--- src/rtl/adder14_pkg.sv ---
// rtl/adder14_pkg.sv - shared constants, FSM states and result record for the adder issue controller
package adder14_pkg;

    localparam int TERM_W    = 14;
    localparam int DCT_W     = 12;
    localparam int NTERMS    = 8;
    localparam int ADD_LAT   = 6;
    // Row tag width carried in the result record; sized for the 8-row DCT block.
    localparam int ROW_IDX_W = 3;

    typedef enum logic [1:0] {
        IDLE,
        ACTIVE,
        DRAIN
    } state_e;

    typedef struct packed {
        logic [DCT_W-1:0]     dct;
        logic [ROW_IDX_W-1:0] idx;
        logic                 last;
    } result_t;

endpackage

--- src/rtl/adder14_sched_fifo.sv ---
// rtl/adder14_sched_fifo.sv - synchronous result FIFO with simultaneous push/pop
module adder14_sched_fifo
    import adder14_pkg::*;
#(
    parameter int DEPTH = 8
) (
    input  logic                       clk,
    input  logic                       rst_n,
    input  logic                       push_i,
    input  result_t                    wdata_i,
    input  logic                       pop_i,
    output result_t                    rdata_o,
    output logic                       full_o,
    output logic                       empty_o,
    output logic [$clog2(DEPTH+1)-1:0] count_o
);

    localparam int PTR_W = $clog2(DEPTH);
    localparam int CNT_W = $clog2(DEPTH+1);

    result_t          mem_q [DEPTH];
    logic [PTR_W-1:0] wr_ptr_q;
    logic [PTR_W-1:0] rd_ptr_q;
    logic [CNT_W-1:0] count_q;
    logic             do_push;
    logic             do_pop;

    // A push into a full FIFO is only legal when a pop frees the slot in the same cycle.
    assign do_pop  = pop_i && (count_q != '0);
    assign do_push = push_i && (!full_o || do_pop);

    assign full_o  = (count_q == CNT_W'(DEPTH));
    assign empty_o = (count_q == '0);
    assign count_o = count_q;
    assign rdata_o = mem_q[rd_ptr_q];

    // Storage, wrapping pointers and occupancy count.
    always_ff @(posedge clk or negedge rst_n) begin
        if (!rst_n) begin
            for (int i = 0; i < DEPTH; i++) begin
                mem_q[i] <= '0;
            end
            wr_ptr_q <= '0;
            rd_ptr_q <= '0;
            count_q  <= '0;
        end else begin
            if (do_push) begin
                mem_q[wr_ptr_q] <= wdata_i;
                wr_ptr_q <= (wr_ptr_q == PTR_W'(DEPTH-1)) ? '0 : wr_ptr_q + PTR_W'(1);
            end
            if (do_pop) begin
                rd_ptr_q <= (rd_ptr_q == PTR_W'(DEPTH-1)) ? '0 : rd_ptr_q + PTR_W'(1);
            end
            case ({do_push, do_pop})
                2'b10:   count_q <= count_q + CNT_W'(1);
                2'b01:   count_q <= count_q - CNT_W'(1);
                default: count_q <= count_q;
            endcase
        end
    end

endmodule

--- src/rtl/adder14_sched.sv ---
// rtl/adder14_sched.sv - issue controller tracking rows through the fixed-latency adder tree
module adder14_sched #(
    parameter int ADD_LAT    = adder14_pkg::ADD_LAT,
    parameter int FIFO_DEPTH = 8,
    parameter int ROWS       = 8
) (
    input  logic                                               clk,
    input  logic                                               rst_n,
    input  logic                                               in_valid,
    output logic                                               in_ready,
    input  logic [adder14_pkg::NTERMS*adder14_pkg::TERM_W-1:0] in_terms,
    input  logic                                               flush,
    output logic [adder14_pkg::NTERMS*adder14_pkg::TERM_W-1:0] add_terms,
    input  logic [adder14_pkg::DCT_W-1:0]                      add_dct,
    output logic                                               out_valid,
    input  logic                                               out_ready,
    output logic [adder14_pkg::DCT_W-1:0]                      out_dct,
    output logic [$clog2(ROWS)-1:0]                            out_idx,
    output logic                                               out_last,
    output logic                                               busy,
    output logic                                               flush_done
);

    import adder14_pkg::*;

    localparam int IDX_W   = $clog2(ROWS);
    localparam int TERMS_W = NTERMS * TERM_W;
    localparam int IF_W    = $clog2(ADD_LAT+2);
    localparam int CNT_W   = $clog2(FIFO_DEPTH+1);
    localparam int USE_W   = $clog2(FIFO_DEPTH+ADD_LAT+2) + 1;

    state_e             state_q, state_d;
    logic [TERMS_W-1:0] add_terms_q;
    logic [ADD_LAT:0]   vld_q;
    logic [IDX_W-1:0]   tag_q [ADD_LAT+1];
    logic [IDX_W-1:0]   issue_idx_q, issue_idx_d;
    logic [IF_W-1:0]    inflight_q;
    logic               flush_done_q;
    logic               fire;
    logic               push;
    logic               pop;
    logic               drain_done;
    logic               fifo_full;
    logic               fifo_empty;
    logic [CNT_W-1:0]   fifo_count;
    logic [USE_W-1:0]   used;
    result_t            wr_res;
    result_t            head;

    // Every launched row owns a FIFO slot from issue until pop, so the adder never
    // produces a result with nowhere to go.
    assign used       = USE_W'(fifo_count) + USE_W'(inflight_q);
    assign in_ready   = (state_q != DRAIN) && !fifo_full && (used < USE_W'(FIFO_DEPTH));
    assign fire       = in_valid && in_ready;
    assign push       = vld_q[ADD_LAT];
    assign pop        = out_valid && out_ready;
    assign drain_done = (inflight_q == '0) && fifo_empty;

    assign wr_res.dct  = add_dct;
    assign wr_res.idx  = ROW_IDX_W'(tag_q[ADD_LAT]);
    assign wr_res.last = (tag_q[ADD_LAT] == IDX_W'(ROWS-1));

    assign add_terms  = add_terms_q;
    assign out_valid  = !fifo_empty;
    assign out_dct    = head.dct;
    assign out_idx    = IDX_W'(head.idx);
    assign out_last   = head.last;
    assign busy       = (state_q != IDLE);
    assign flush_done = flush_done_q;

    // Next state and row-index bookkeeping; flush wins over the ACTIVE->IDLE exit.
    always_comb begin
        state_d     = state_q;
        issue_idx_d = issue_idx_q;
        if (fire) begin
            issue_idx_d = (issue_idx_q == IDX_W'(ROWS-1)) ? '0 : issue_idx_q + IDX_W'(1);
        end
        case (state_q)
            IDLE: begin
                if (flush) begin
                    state_d = DRAIN;
                end else if (fire) begin
                    state_d = ACTIVE;
                end
            end
            ACTIVE: begin
                if (flush) begin
                    state_d = DRAIN;
                end else if ((issue_idx_q == '0) && drain_done) begin
                    state_d = IDLE;
                end
            end
            DRAIN: begin
                if (drain_done) begin
                    state_d     = IDLE;
                    issue_idx_d = '0;
                end
            end
            default: state_d = IDLE;
        endcase
    end

    // State, launch register, in-flight count and drain-complete pulse.
    always_ff @(posedge clk or negedge rst_n) begin
        if (!rst_n) begin
            state_q      <= IDLE;
            issue_idx_q  <= '0;
            add_terms_q  <= '0;
            inflight_q   <= '0;
            flush_done_q <= 1'b0;
        end else begin
            state_q      <= state_d;
            issue_idx_q  <= issue_idx_d;
            add_terms_q  <= fire ? in_terms : '0;
            flush_done_q <= (state_q == DRAIN) && drain_done;
            case ({fire, push})
                2'b10:   inflight_q <= inflight_q + IF_W'(1);
                2'b01:   inflight_q <= inflight_q - IF_W'(1);
                default: inflight_q <= inflight_q;
            endcase
        end
    end

    // Valid/tag shift register mirroring the adder pipeline depth.
    always_ff @(posedge clk or negedge rst_n) begin
        if (!rst_n) begin
            vld_q <= '0;
            for (int i = 0; i <= ADD_LAT; i++) begin
                tag_q[i] <= '0;
            end
        end else begin
            vld_q    <= {vld_q[ADD_LAT-1:0], fire};
            tag_q[0] <= issue_idx_q;
            for (int i = 1; i <= ADD_LAT; i++) begin
                tag_q[i] <= tag_q[i-1];
            end
        end
    end

    adder14_sched_fifo #(
        .DEPTH (FIFO_DEPTH)
    ) u_fifo (
        .clk     (clk),
        .rst_n   (rst_n),
        .push_i  (push),
        .wdata_i (wr_res),
        .pop_i   (pop),
        .rdata_o (head),
        .full_o  (fifo_full),
        .empty_o (fifo_empty),
        .count_o (fifo_count)
    );

endmodule

--- config.mk ---
export PLATFORM = sky130hd
export DESIGN_NAME = adder14_sched
export DESIGN_NICKNAME = d
export VERILOG_FILES = /design/src/rtl/adder14_pkg.sv /design/src/rtl/adder14_sched_fifo.sv /design/src/rtl/adder14_sched.sv
export SDC_FILE = /design/constraint.sdc
export NUM_CORES = 1
export LEC_CHECK = 0
export CORE_AREA = 2 2 186 170
export DETAILED_ROUTE_END_ITERATION = 16
export DIE_AREA = 0 0 188 172
export PLACE_DENSITY = 0.61
export SETUP_SLACK_MARGIN = 0.5
export SYNTH_ARGS = -nofsm -noshare
export SYNTH_HDL_FRONTEND = slang
export SYNTH_SLANG_ARGS = --single-unit
--- constraint.sdc ---
create_clock -name clk -period 3.45 [get_ports clk]
set_input_delay 0.69 -clock clk [delete_from_list [all_inputs] [get_ports clk]]
set_output_delay 0.69 -clock clk [all_outputs]
set_load 0.01 [all_outputs]
==> flow_results.org, run 1 <==
** Place
- Prior to clock tree synthesis, the placed netlist has a worst setup slack of 534 ps.
- The count of buffers added on input and output ports is 260.
- Routability-driven placement finished with a final weighted congestion of 0.809.
- Once detailed placement completed, the half-perimeter wirelength came to 19.6 mm.

** Floorplan
- Die X :: 188 um
- FP Rows :: 61
- The die covers 32,300 um2.
- Chip Height :: 172 um
- Top Ports :: 261
- In this run the standard cell core region covers 30,500 um2.
- Starting density of the core :: 38.3%

** Setup path
- Capturing element of the worst setup path :: out_dct[2]
- In this run the critical register-to-register path is captured at u_fifo.count_o[3].
- Setup slack of the most critical reg-to-reg path :: 790 ps
- Data on the critical path arrives at its endpoint at 2280 ps.
- The startpoint identified for the worst register-to-register timing path is u_fifo.count_o[2].
- The worst setup path is captured at an output pin.
- Number of cells on the worst reg-to-reg path :: 8
- Tracing the worst setup path back leads to its startpoint at u_fifo.rd_ptr_q[0].
- Cell family contributing the most delay on the critical path :: multiplexers
- Data required time of the worst path :: 2760 ps
- Nature of the critical path startpoint :: register
- In this run the worst path has a maximum fanout of 6.
- Among all stages on the critical path, the largest delay is contributed by sky130_fd_sc_hd__mux4_2.
- On the worst path, the slowest cell contributes a delay of 490 ps.
- The worst setup path is of the register to output pin kind.
- The signal on the critical path passes through buf_6 > buf_12 > mux4_2 > mux2_2 > clkdlybuf4s15_1.
- Stages on the worst setup path :: 5
- Buffers & Inverters on Critical Path :: 3

** Global routing
- Maximum number of pins on one net before global-route repair :: 116
- Overflow left after global routing :: 0
- For this run, the total global-route usage over all layers was measured as 18.5%.
- Number of antenna violations at the first check in global routing :: 5
- Via count of the first global-routing pass :: 7,765
- Global-route wire length before repair :: 46.0 mm

** CTS
- H-Tree Depth :: 1
- Cell at the root of the clock tree :: sky130_fd_sc_hd__clkbuf_16
- The number of hold buffers added after CTS was 0.
- The clock passes through at most 3 buffers.
- Clock buffers created by TritonCTS :: 31
- The later pin in the worst-skew pair is clocked with a latency of 560 ps.
- Counting every sink on the clock net gives 287.
- Clock tree from TritonCTS :: done
- CTS clk-pin slew, worst paths :: 70 ps

** Logic synthesis
- Yosys instantiated no cell more often than sky130_fd_sc_hd__dfrtp_1.
- Dominant cell type by area after synthesis :: sky130_fd_sc_hd__dfrtp_1
- In the synthesized netlist the async set-or-reset flop fraction comes to 100%.
- Cells after Synth :: 735
- Number of flops mapped to enable cells by yosys :: 0
- Largest cells by area after synthesis :: sky130_fd_sc_hd__dfrtp_1 (62%), sky130_fd_sc_hd__mux2_4 (8.2%), sky130_fd_sc_hd__mux2_2 (7.3%)
- Post-synth cell types :: 39
- For this run, the number of Yosys warnings is 0.
- Sequential area share after synthesis :: 61.6%
- The synthesized design contains 287 register bits.
- Most common library cells after synthesis :: sky130_fd_sc_hd__dfrtp_1 (287), sky130_fd_sc_hd__and3_1 (112), sky130_fd_sc_hd__mux2_2 (76)
- Summed over its instances, the top area cell type makes up 61.6% of the synthesized netlist area.
- Post-Syn Nets :: 879
- The synthesized netlist occupies a cell area of 11,700 um2.
- After synthesis, the mean cell area works out to 15.9 um2.
- In the synthesized netlist the dominant register cell turns out to be sky130_fd_sc_hd__dfrtp_1.

** Pwr
- The design draws 11.3 mW.
- The worst-case IR drop observed on VDD is 411 uV.
- Cell Pwr Density :: 699 nW/um2
- Summed over all cells, the static leakage comes to 8.00 nW.

** Drt
- Avg WL per Cell :: 20.2 um
- Number of iterations in the first detailed-routing pass :: 6
- Total via count after detailed routing :: 7,086
- Post-route DRC :: 0
- DRT Wirelength :: 29.6 mm
- Detail Route Antenna Nets :: 0
- DRT iter0 DRCs :: 375
- Mean number of vias per cell :: 4.85

** Timing
- Post-layout minimum cycle time :: 2970 ps
- Once routing completed, OpenROAD measured the worst setup slack at 476 ps.
- Fmax :: 0.336 GHz
- Hold is met by 138 ps.
- For the final database, setup skew stands at 15.3 ps.
- The hold violation count in the final report was 0.
- Headroom to the max-slew limit came out at 36.0%.
- Pins Over Slew Limit :: 0
- Setup violations remaining at the end of the flow were counted as 0.
- Accumulated negative setup slack :: 0 ps
- At the pin with the least slew margin, the transition time is 961 ps.
- Setup repair after global routing could not meet its margin everywhere.
- The worst path uses 86.2% of the clock period.

** Layout
- Post-layout nets :: 1,168
- Compared with the post-synthesis result, the final layout area differs by 38.2%.
- Layout cells sized above 1 :: 29.1%
- Share of the core filled with cells :: 52.9%

** Run status
- The run finished with clean final reports.

** Job
- Max_cap viols :: 0

** Min path
- Hold Path Class :: input pin to async pin
how the worst min path moves through the flow:
stage | to | start
2_1_floorplan | tag_q[0] | tag_q[3]
3_3_place_gp | tag_q[10] | tag_q[13]
3_5_place_dp | tag_q[7] | tag_q[10]
4_1_cts | u_fifo.mem_q[18] | rst_n
5_1_grt | u_fifo.mem_q[18] | rst_n
6_report | u_fifo.mem_q[18] | rst_n
power breakdown:
| part | internal (mW) | total, mW | switching, mW |
|---|---|---|---|
| clock network | 2.00 | 3.41 | 1.41 |
| registers | 4.06 | 4.51 | 0.455 |
| logic | 1.99 | 3.34 | 1.35 |
what timing repair did:
item,in CTS,in global routing
gates resized for setup,68,20
cloned,3,0
setup buffers,16,6
setup endpoints to repair,17,13
pin swaps,1,0
kinds of logic (layout without fill, tap and decap cells):
family	after synthesis	after routing	synth area share [%]
AO/OA/AOI/OAI	32	32	2.94
XOR/XNOR	5	5	0.376
adder cells (fa/ha/maj)	15	15	1.74
buffers and inverters	66	380	3.40
flip-flops	287	287	61.6
multiplexers	174	174	21.9
other	0	4	0
AND/OR/NAND/NOR	156	156	8.04
cell type report:
class                   count  area [um2]
well taps                 409         512
flip-flops and latches    287        7180
clock inverters            20         215
fillers                  2464       14300
clock buffers              38         852
diodes                      4        10.0
multi-input cells         382        4110
repair buffers            306        3170
inverters                  16        60.1
cell usage in the layout (no fill, tap or decap), types with 14 or more instances in the layout:
master,synthesis,routed
sky130_fd_sc_hd__and3_1,112,112
sky130_fd_sc_hd__buf_4,0,23
sky130_fd_sc_hd__buf_6,1,15
sky130_fd_sc_hd__clkbuf_16,0,31
sky130_fd_sc_hd__clkdlybuf4s50_1,0,241
sky130_fd_sc_hd__dfrtp_1,287,286
sky130_fd_sc_hd__inv_1,16,15
sky130_fd_sc_hd__mux2_2,76,70
sky130_fd_sc_hd__mux2_4,64,70
sky130_fd_sc_hd__mux4_2,32,32
sky130_fd_sc_hd__o21ai_0,14,14
state kept, by name (all words and copies together), names as in the netlist:
name	cells
vld_q	7
flush_done	1
tag_q	21
state_q	2
u_fifo.mem_q	128
issue_idx_q	3
add_terms	112
u_fifo.count_o	4
u_fifo.wr_ptr_q	3
u_fifo.rd_ptr_q	3
inflight_q	3
stage by stage:
step	area (um2)	std cells
floorplan	11700	735
global placement	14700	1375
detailed placement	14700	1375
CTS	16000	1452
global route	16100	1462
finish	16100	1462
layer usage:
| layer | wire [um] | global-route usage [%] |
|---|---|---|
| met5 | 10 | 0 |
| met4 | 624 | 5.07 |
| met3 | 3330 | 9.13 |
| met2 | 14100 | 30.4 |
| met1 | 11500 | 21.7 |
No activity file was read; power rests on OpenSTA's default activity.
==> inputs of run 2 (changes only) <==
- CTS_CLUSTER_SIZE: not set -> 10
- clock period: 3.45 -> 3.8 ns (I/O delays scaled with it)
==> run 2 against run 1 <==
Effect of this change:
- first-iteration DRC count down 17%
- clock power decreased by 14%
- core utilization decreased by 1.5 points
- sequential cell count did not move
- critical path depth fell by 1
- critical path type unchanged
- largest cell class unchanged
- largest power group unchanged
==> flow_results.org, run 2 (same netlist as run 1, synthesis figures left out) <==
** CTS
- Cell at the root of the clock tree :: sky130_fd_sc_hd__clkbuf_16
- H-Tree Depth :: 2 (+1)
- Clock buffers created by TritonCTS :: 35 (+13%)
- CTS clk-pin slew, worst paths :: 50 ps (-20 ps)
- TritonCTS built the clock tree.
- Clock latency of the later-clocked register in the worst-skew pair :: 510 ps (-50 ps)
- The clock sink count was 287 (unchanged).
- # hold bufs at CTS :: 0 (unchanged)
- Deepest clock path buffer count :: 3 (unchanged)

** Layout
- The ratio of cells with drive above 1 in the final layout came to 24.7% (-4.4 points).
- Number of non-filler instances in the completed layout :: 1,429 (-2.3%)
- The sequential standard cell area came to 7180 um2 (about the same).
- Relative to the synthesized area, the layout overhead comes to 34.4%.
- Multi-input gate area in the final layout :: 4080 um2 (-0.55%)
- Most common library cell in the layout ignoring fill and taps :: sky130_fd_sc_hd__dfrtp_1
- Leaving out fill and tap cells, the most frequent cells in the layout are sky130_fd_sc_hd__dfrtp_1 (285), sky130_fd_sc_hd__clkdlybuf4s50_1 (258), sky130_fd_sc_hd__and3_1 (112).
- Cell area after layout :: 15,700 um2 (-2.8%)
- The flip-flop count of the largest register, all copies and words added is 128 (unchanged).
- Total of fill cells in the finished design :: 2,520 (+2.3%)
- The net count reported at finish is 1,146 (-1.9%).
- Share of the core filled with cells :: 51.5% (-1.5 points)
- Register name with the most flops :: u_fifo.mem_q

** Floorplan
- FP Rows :: 61 (unchanged)
- Top Ports :: 261 (unchanged)
- The starting density of the core was 38.3% (unchanged).
- The die outline width was 188 um (unchanged).
- Chip Height :: 172 um (unchanged)
- The area of the die is 32,300 um2 (unchanged).
- Placeable Area :: 30,500 um2 (unchanged)

** Min path
- The tightest min-delay check is of the input pin to async pin type.

** Global routing
- Maximum number of pins on one net before global-route repair :: 116 (unchanged)
- The number of antenna violations at the first check in global routing was 8 (+3).
- The wire length of the first global-routing pass came to 45.4 mm (-1.2%).
- Total routing resource utilization after global routing :: 18.5% (about the same)
- The remaining global-route overflow is 0 (unchanged).
- Via count of the first global-routing pass :: 7,502 (-3.4%)

** Setup path
- On the critical path the largest part of the delay comes from multiplexers.
- The worst-case reg-to-reg path depth came to 8 (unchanged).
- Capturing element type of the critical path :: output pin
- The largest fanout of any net on the critical path is 14 (+8).
- In this run the critical register-to-register path is captured at u_fifo.count_o[3].
- Data required time of the worst path :: 3040 ps (+280 ps)
- Worst r2r src :: u_fifo.count_o[2]
- The critical path goes through buf_6 > mux4_2 > mux2_2 > clkdlybuf4s50_1.
- CP peak stage delay :: 520 ps (+30 ps)
- Nature of the critical path startpoint :: register
- Setup CP Type :: register to output pin
- The sum of buffers and inverters on the critical path is 2 (-1).
- Setup slack of the most critical reg-to-reg path :: 970 ps (+180 ps)
- The slowest stage of the critical path is the sky130_fd_sc_hd__mux4_2 cell.
- The signal arrival time at the worst endpoint came to 2460 ps (+180 ps).

** Pwr
- The static leakage is 7.71 nW (-3.6%).
- The maximum resistive drop on vdd is 279 uV (-32%).
- Cell Pwr Density :: 616 nW/um2 (-12%)
- Power after layout :: 9.65 mW (-14%)

** Timing
- After layout, the minimum clock period comes to 3220 ps.
- The final setup TNS was 0 ps (unchanged).
- The hold violation count in the final report is 0 (unchanged).
- Fmax :: 0.311 GHz
- Worst setup skew after layout :: 16.0 ps (+0.719 ps)
- Setup repair after global routing missed its margin :: true
- Pins Over Slew Limit :: 0 (unchanged)
- Number of setup violations in the final report :: 0 (unchanged)
- Slew of the pin with the lowest slew margin :: 985 ps (+24.0 ps)
- Post-route fraction of the period consumed by the critical path :: 84.7%
- Slew HR :: 34.3% (-1.6 points)

** Drt
- Post-route DRC :: 0 (unchanged)
- DRT iter0 DRCs :: 312 (-17%)
- Avg WL per Cell :: 20.5 um (+1.3%)
- The total number of vias is 6,980 (-1.5%).
- Mean number of vias per cell :: 4.88 (+0.78%)
- Detail Route Antenna Nets :: 0 (unchanged)
- Number of iterations in the first detailed-routing pass :: 4 (-2)
- The post-detailed-routing wire length came to 29.3 mm (-0.96%).

** Place
- PortBufs :: 260 (unchanged)
- Gp weighted congestion :: 0.801 (-0.98%)
- Half-perimeter wire length of the detailed placement result :: 19.2 mm (-2.2%)
- The post-placement cell area came to 14,700 um2 (-0.22%).
- Placed insts :: 1,374 (-0.073%)

** Job
- The number of violations of the max-capacitance limit came to 0 (unchanged).

** Run status
- The run finished with clean final reports.
## run 2: cell count changes in the layout (fill, tap and decap cells not counted), sizes merged, moves of 2 or more
| cell | change |
|---|---|
| buf | -41 |
| bufinv | -3 |
| clkbuf | +7 |
| clkdlybuf4s50 | +17 |
| clkinv | -6 |
| clkinvlp | -6 |
| diode | +3 |
| inv | -2 |
## run 2: area by class of cell
type,count,share of cell area [%]
Sequential cell,287,45.9
Multi-Input combinational cell,382,26.1
Timing Repair Buffer,280,18.0
Clock buffer,45,6.09
Tap cell,409,3.27
Inverter,16,0.383
Clock inverter,3,0.192
Antenna cell,7,0.112
## run 2: how the worst max path moves through the flow
stage                  startpoint                 to  depth (start not counted)  slack (ps)
2_1_floorplan           out_ready  u_fifo.count_o[3]                          8        1120
3_3_place_gp            out_ready  u_fifo.count_o[3]                          8         730
3_5_place_dp            out_ready  u_fifo.count_o[3]                          8         610
4_1_cts        u_fifo.rd_ptr_q[0]         out_idx[1]                          4         490
5_1_grt        u_fifo.rd_ptr_q[0]         out_idx[1]                          4         480
6_report       u_fifo.rd_ptr_q[0]         out_dct[2]                          4         580
## run 2: metrics by stage
step	worst slack [ps]	hold WS, ps
after floorplan	1120	331
after global placement	733	332
after detailed placement	613	335
after CTS	495	325
after global routing	482	350
final	583	311
## run 2: per-layer routing
layer	routed length, um	GRT usage, %	vias up
li1	-	-	3164
met1	11800	22.2	3549
met2	13600	28.7	212
met3	3220	9.38	53
met4	687	6.88	2
met5	13	0	-
## run 2: power by group
part	leakage (nW)	total (mW)	switching (mW)	internal, mW
Clock	0.482	2.94	1.19	1.74
Combinational	3.34	2.60	1.09	1.51
Sequential	3.89	4.11	0.419	3.69
Total	7.71	9.65	2.70	6.94
## run 2: repair_timing
action | 4_1_cts | 5_1_grt
buffers inserted | 0 | 0
setup endpoints to repair | 13 | 9
resized for setup | 3 | 1
==> inputs of run 3 (changes only) <==
- PLACE_DENSITY: 0.61 -> 0.63
- clock period: 3.8 -> 2.6 ns (I/O delays scaled with it)
==> run 3 against run 2 <==
Effect of this change:
- global-route usage up 0.46 points
- the flow now finishes with violations (negative setup slack)
- non-clock buffer count rose by 49
- final cell count up 2.9%
- combinational power rose by 92%
- largest power group unchanged
- highest routed layer unchanged
- sequential cell count unchanged
- sequential share of layout area decreased by 2.9 points
==> flow_results.org, run 3 (same netlist as run 1, synthesis figures left out) <==
** Run status
- The flow ran to the end, but the final reports show violations.
- The checks that failed: negative setup slack.

** Setup path
- Data arrival time of the critical path :: 2190 ps (-270 ps)
- The largest fanout of any net on the critical path came to 6 (-8).
- The signal on the critical path passes through buf_12 > buf_12 > buf_16 > mux4_2 > mux2_4 > buf_6.
- The sum of buffers and inverters on the critical path was 4 (+2).
- CP peak stage delay :: 500 ps (-20 ps)
- Critical path's most frequent cell :: sky130_fd_sc_hd__buf_12
- Data required time of the worst path :: 2080 ps (-960 ps)
- Setup CP Type :: register to output pin
- The cell family contributing the most delay on the critical path is multiplexers.
- Slowest-stage cell, CP :: sky130_fd_sc_hd__mux4_2
- Nature of the critical path startpoint :: register
- Capturing element type of the critical path :: output pin

** Layout
- Number of non-filler instances in the completed layout :: 1,471 (+2.9%)
- Leading cell types in the layout, fill and taps excluded :: sky130_fd_sc_hd__dfrtp_1 (282), sky130_fd_sc_hd__clkdlybuf4s50_1 (239), sky130_fd_sc_hd__and3_1 (112)
- Post-layout nets :: 1,195 (+4.3%)
- Layout cells sized above 1 :: 31.7% (+7.0 points)
- Number of flip-flops under the largest register name :: 128 (unchanged)
- The final core area utilization is 55.0% (+3.6 points).
- Register name with the most flops :: u_fifo.mem_q
- The layout filler cell count was 2,461 (-2.3%).
- The library cell used most frequently in the layout, excluding fill and tap cells, is sky130_fd_sc_hd__dfrtp_1.
- The finished layout cell area is 16,800 um2 (+6.9%).
- P&R area growth vs syn :: 43.7%

** Floorplan
- The number of cell rows was 61 (unchanged).
- Die X :: 188 um (unchanged)
- Placeable Area :: 30,500 um2 (unchanged)
- Chip Height :: 172 um (unchanged)
- Top Ports :: 261 (unchanged)
- Starting density of the core :: 38.3% (unchanged)
- The area of the die is 32,300 um2 (unchanged).

** CTS
- The clock sink count was 287 (unchanged).
- CTS clk-pin slew, worst paths :: 50 ps (about the same)
- Clock tree from TritonCTS :: done
- Clock latency of the later-clocked register in the worst-skew pair :: 500 ps (about the same)
- The deepest clock path buffer count was 3 (unchanged).
- The tree is rooted in a sky130_fd_sc_hd__clkbuf_16.
- Clock buffers created by TritonCTS :: 35 (unchanged)
- H-Tree Depth :: 2 (unchanged)

** Min path
- The path class of the tightest hold or removal check is register to register.

** Place
- The weighted congestion reported at the end of routability-driven placement is 0.802 (+0.16%).
- Half-perimeter wire length of the detailed placement result :: 19.6 mm (+2.2%)
- The number of cells after detailed placement is 1,384 (+0.73%).
- Setup Slack @ Placement :: 120 ps (-493 ps)
- PortBufs :: 260 (unchanged)
- The post-placement cell area is 14,900 um2 (+1.8%).

** Global routing
- The number of global-route vias before repair came to 7,690 (+2.5%).
- The global-route track usage on met2 came to 30.6% (+1.9 points).
- The remaining global-route overflow is 0 (unchanged).
- Met1 track demand over resource :: 23.2% (+1.0 points)
- Total routing resource utilization after global routing :: 19.0% (+0.46 points)
- Number of antenna violations at the first check in global routing :: 3 (-5)
- Met3 track demand over resource :: 8.36% (-1.0 points)
- The largest net degree at the start of global routing is 116 (unchanged).
- The wire length of the first global-routing pass was 46.7 mm (+2.8%).
- Grt peak-use layer :: met2

** Pwr
- The maximum resistive drop on vdd was 465 uV (+67%).
- The part of the power in registers is 39.0% (-3.6 points).
- The combinational share of power came to 32.4% (+5.4 points).
- Cell Pwr Density :: 920 nW/um2 (+49%)
- Leakage power of the design :: 8.30 nW (+7.6%)
- Part of the total power dissipated in the clock network :: 28.6% (-1.8 points)
- The internal power is 11.1 mW (+60%).
- Switch Pwr :: 4.32 mW (+60%)
- Power after layout :: 15.4 mW (+60%)
- The net switching fraction of the power was 28.0% (about the same).

** Timing
- Post-layout minimum cycle time :: 2710 ps
- Setup repair after global routing missed its margin :: true
- The final setup TNS came to -894 ps (-894 ps).
- The worst hold slack is 343 ps (+32.2 ps).
- Slew HR :: 40.7% (+6.4 points)
- The hold violation count in the final report is 0 (unchanged).
- The transition at the pin with the smallest max-transition slack was 889 ps (-95.9 ps).
- Fmax :: 0.370 GHz
- The number of failing setup endpoints in the final timing report is 11 (+11).
- Pins Over Slew Limit :: 0 (unchanged)
- Least setup slack across all paths after layout :: -106 ps (-689 ps)
- Worst setup skew after layout :: 9.16 ps (-6.88 ps)
- The final critical path takes up 104% of the cycle.

** Drt
- The total number of vias is 7,242 (+3.8%).
- Post-route DRC :: 0 (unchanged)
- The post-detailed-routing wire length was 31.1 mm (+6.2%).
- The antenna violation net count after detailed routing was 0 (unchanged).
- The detailed-router iteration count before antenna repair was 4 (unchanged).
- Avg WL per Cell :: 21.2 um (+3.2%)
- The violation count after the first detailed-route iteration was 337 (+8.0%).
- Mean number of vias per cell :: 4.92 (+0.79%)

** Job
- The number of violations of the max-capacitance limit came to 0 (unchanged).
-- run 3: cell count changes in the layout (fill, tap and decap cells not counted), moves of 6 or more --
cell                              delta
sky130_fd_sc_hd__clkdlybuf4s50_1    -19
sky130_fd_sc_hd__mux2_4             +39
sky130_fd_sc_hd__buf_6              +32
sky130_fd_sc_hd__buf_12             +13
sky130_fd_sc_hd__mux2_2             -39
sky130_fd_sc_hd__buf_4              +11
sky130_fd_sc_hd__clkbuf_16           +6
-- run 3: final timing paths --
check | startpoint | to | slack [ps] | cells past startpoint
worst max-delay path | u_fifo.rd_ptr_q[0] | out_dct[6] | -110 | 6
worst max register to register | u_fifo.count_o[1] | u_fifo.count_o[3] | 320 | 9
worst min register to register | vld_q[2] | vld_q[3] | 340 | 0
worst min-delay path | vld_q[2] | vld_q[3] | 340 | 0
min in group asynchronous | rst_n | u_fifo.mem_q[14] | 530 | 2
max in group asynchronous | rst_n | add_terms[29] | 1350 | 3
-- run 3: cell type report --
type | instances | area [um2] | share of cell area, %
repair buffers | 329 | 3610 | 21.5
well taps | 409 | 512 | 3.05
clock buffers | 45 | 976 | 5.83
inverters | 16 | 70.1 | 0.418
diodes | 2 | 5.00 | 0.0299
flip-flops and latches | 287 | 7190 | 42.9
clock inverters | 1 | 30.0 | 0.179
multi-input cells | 382 | 4360 | 26.0
-- run 3: power groups by stage --
stage	Sequential, mW	Clock [mW]	Combinational [mW]
after floorplan	5.87	0	2.61
final	6.01	4.41	4.99
after global routing	6.13	4.73	5.37
after detailed placement	6.05	0	4.02
after global placement	6.04	0	3.94
after CTS	5.99	4.54	4.77
-- run 3: repair_timing --
item | in CTS | in global routing
setup endpoints to repair | 24 | 48
gates cloned | 3 | 5
resized for setup | 141 | 42
pin swaps | 11 | 12
setup buffers | 25 | 5
endpoints found under the hold margin | 42 | 0
hold buffers | 1 | 0
-- run 3: per-layer routing --
layer / vias to the layer above / wire length, um
met5: - / 13
met4: 2 / 708
met3: 49 / 3100
met1: 3709 / 12500
li1: 3259 / -
met2: 223 / 14800
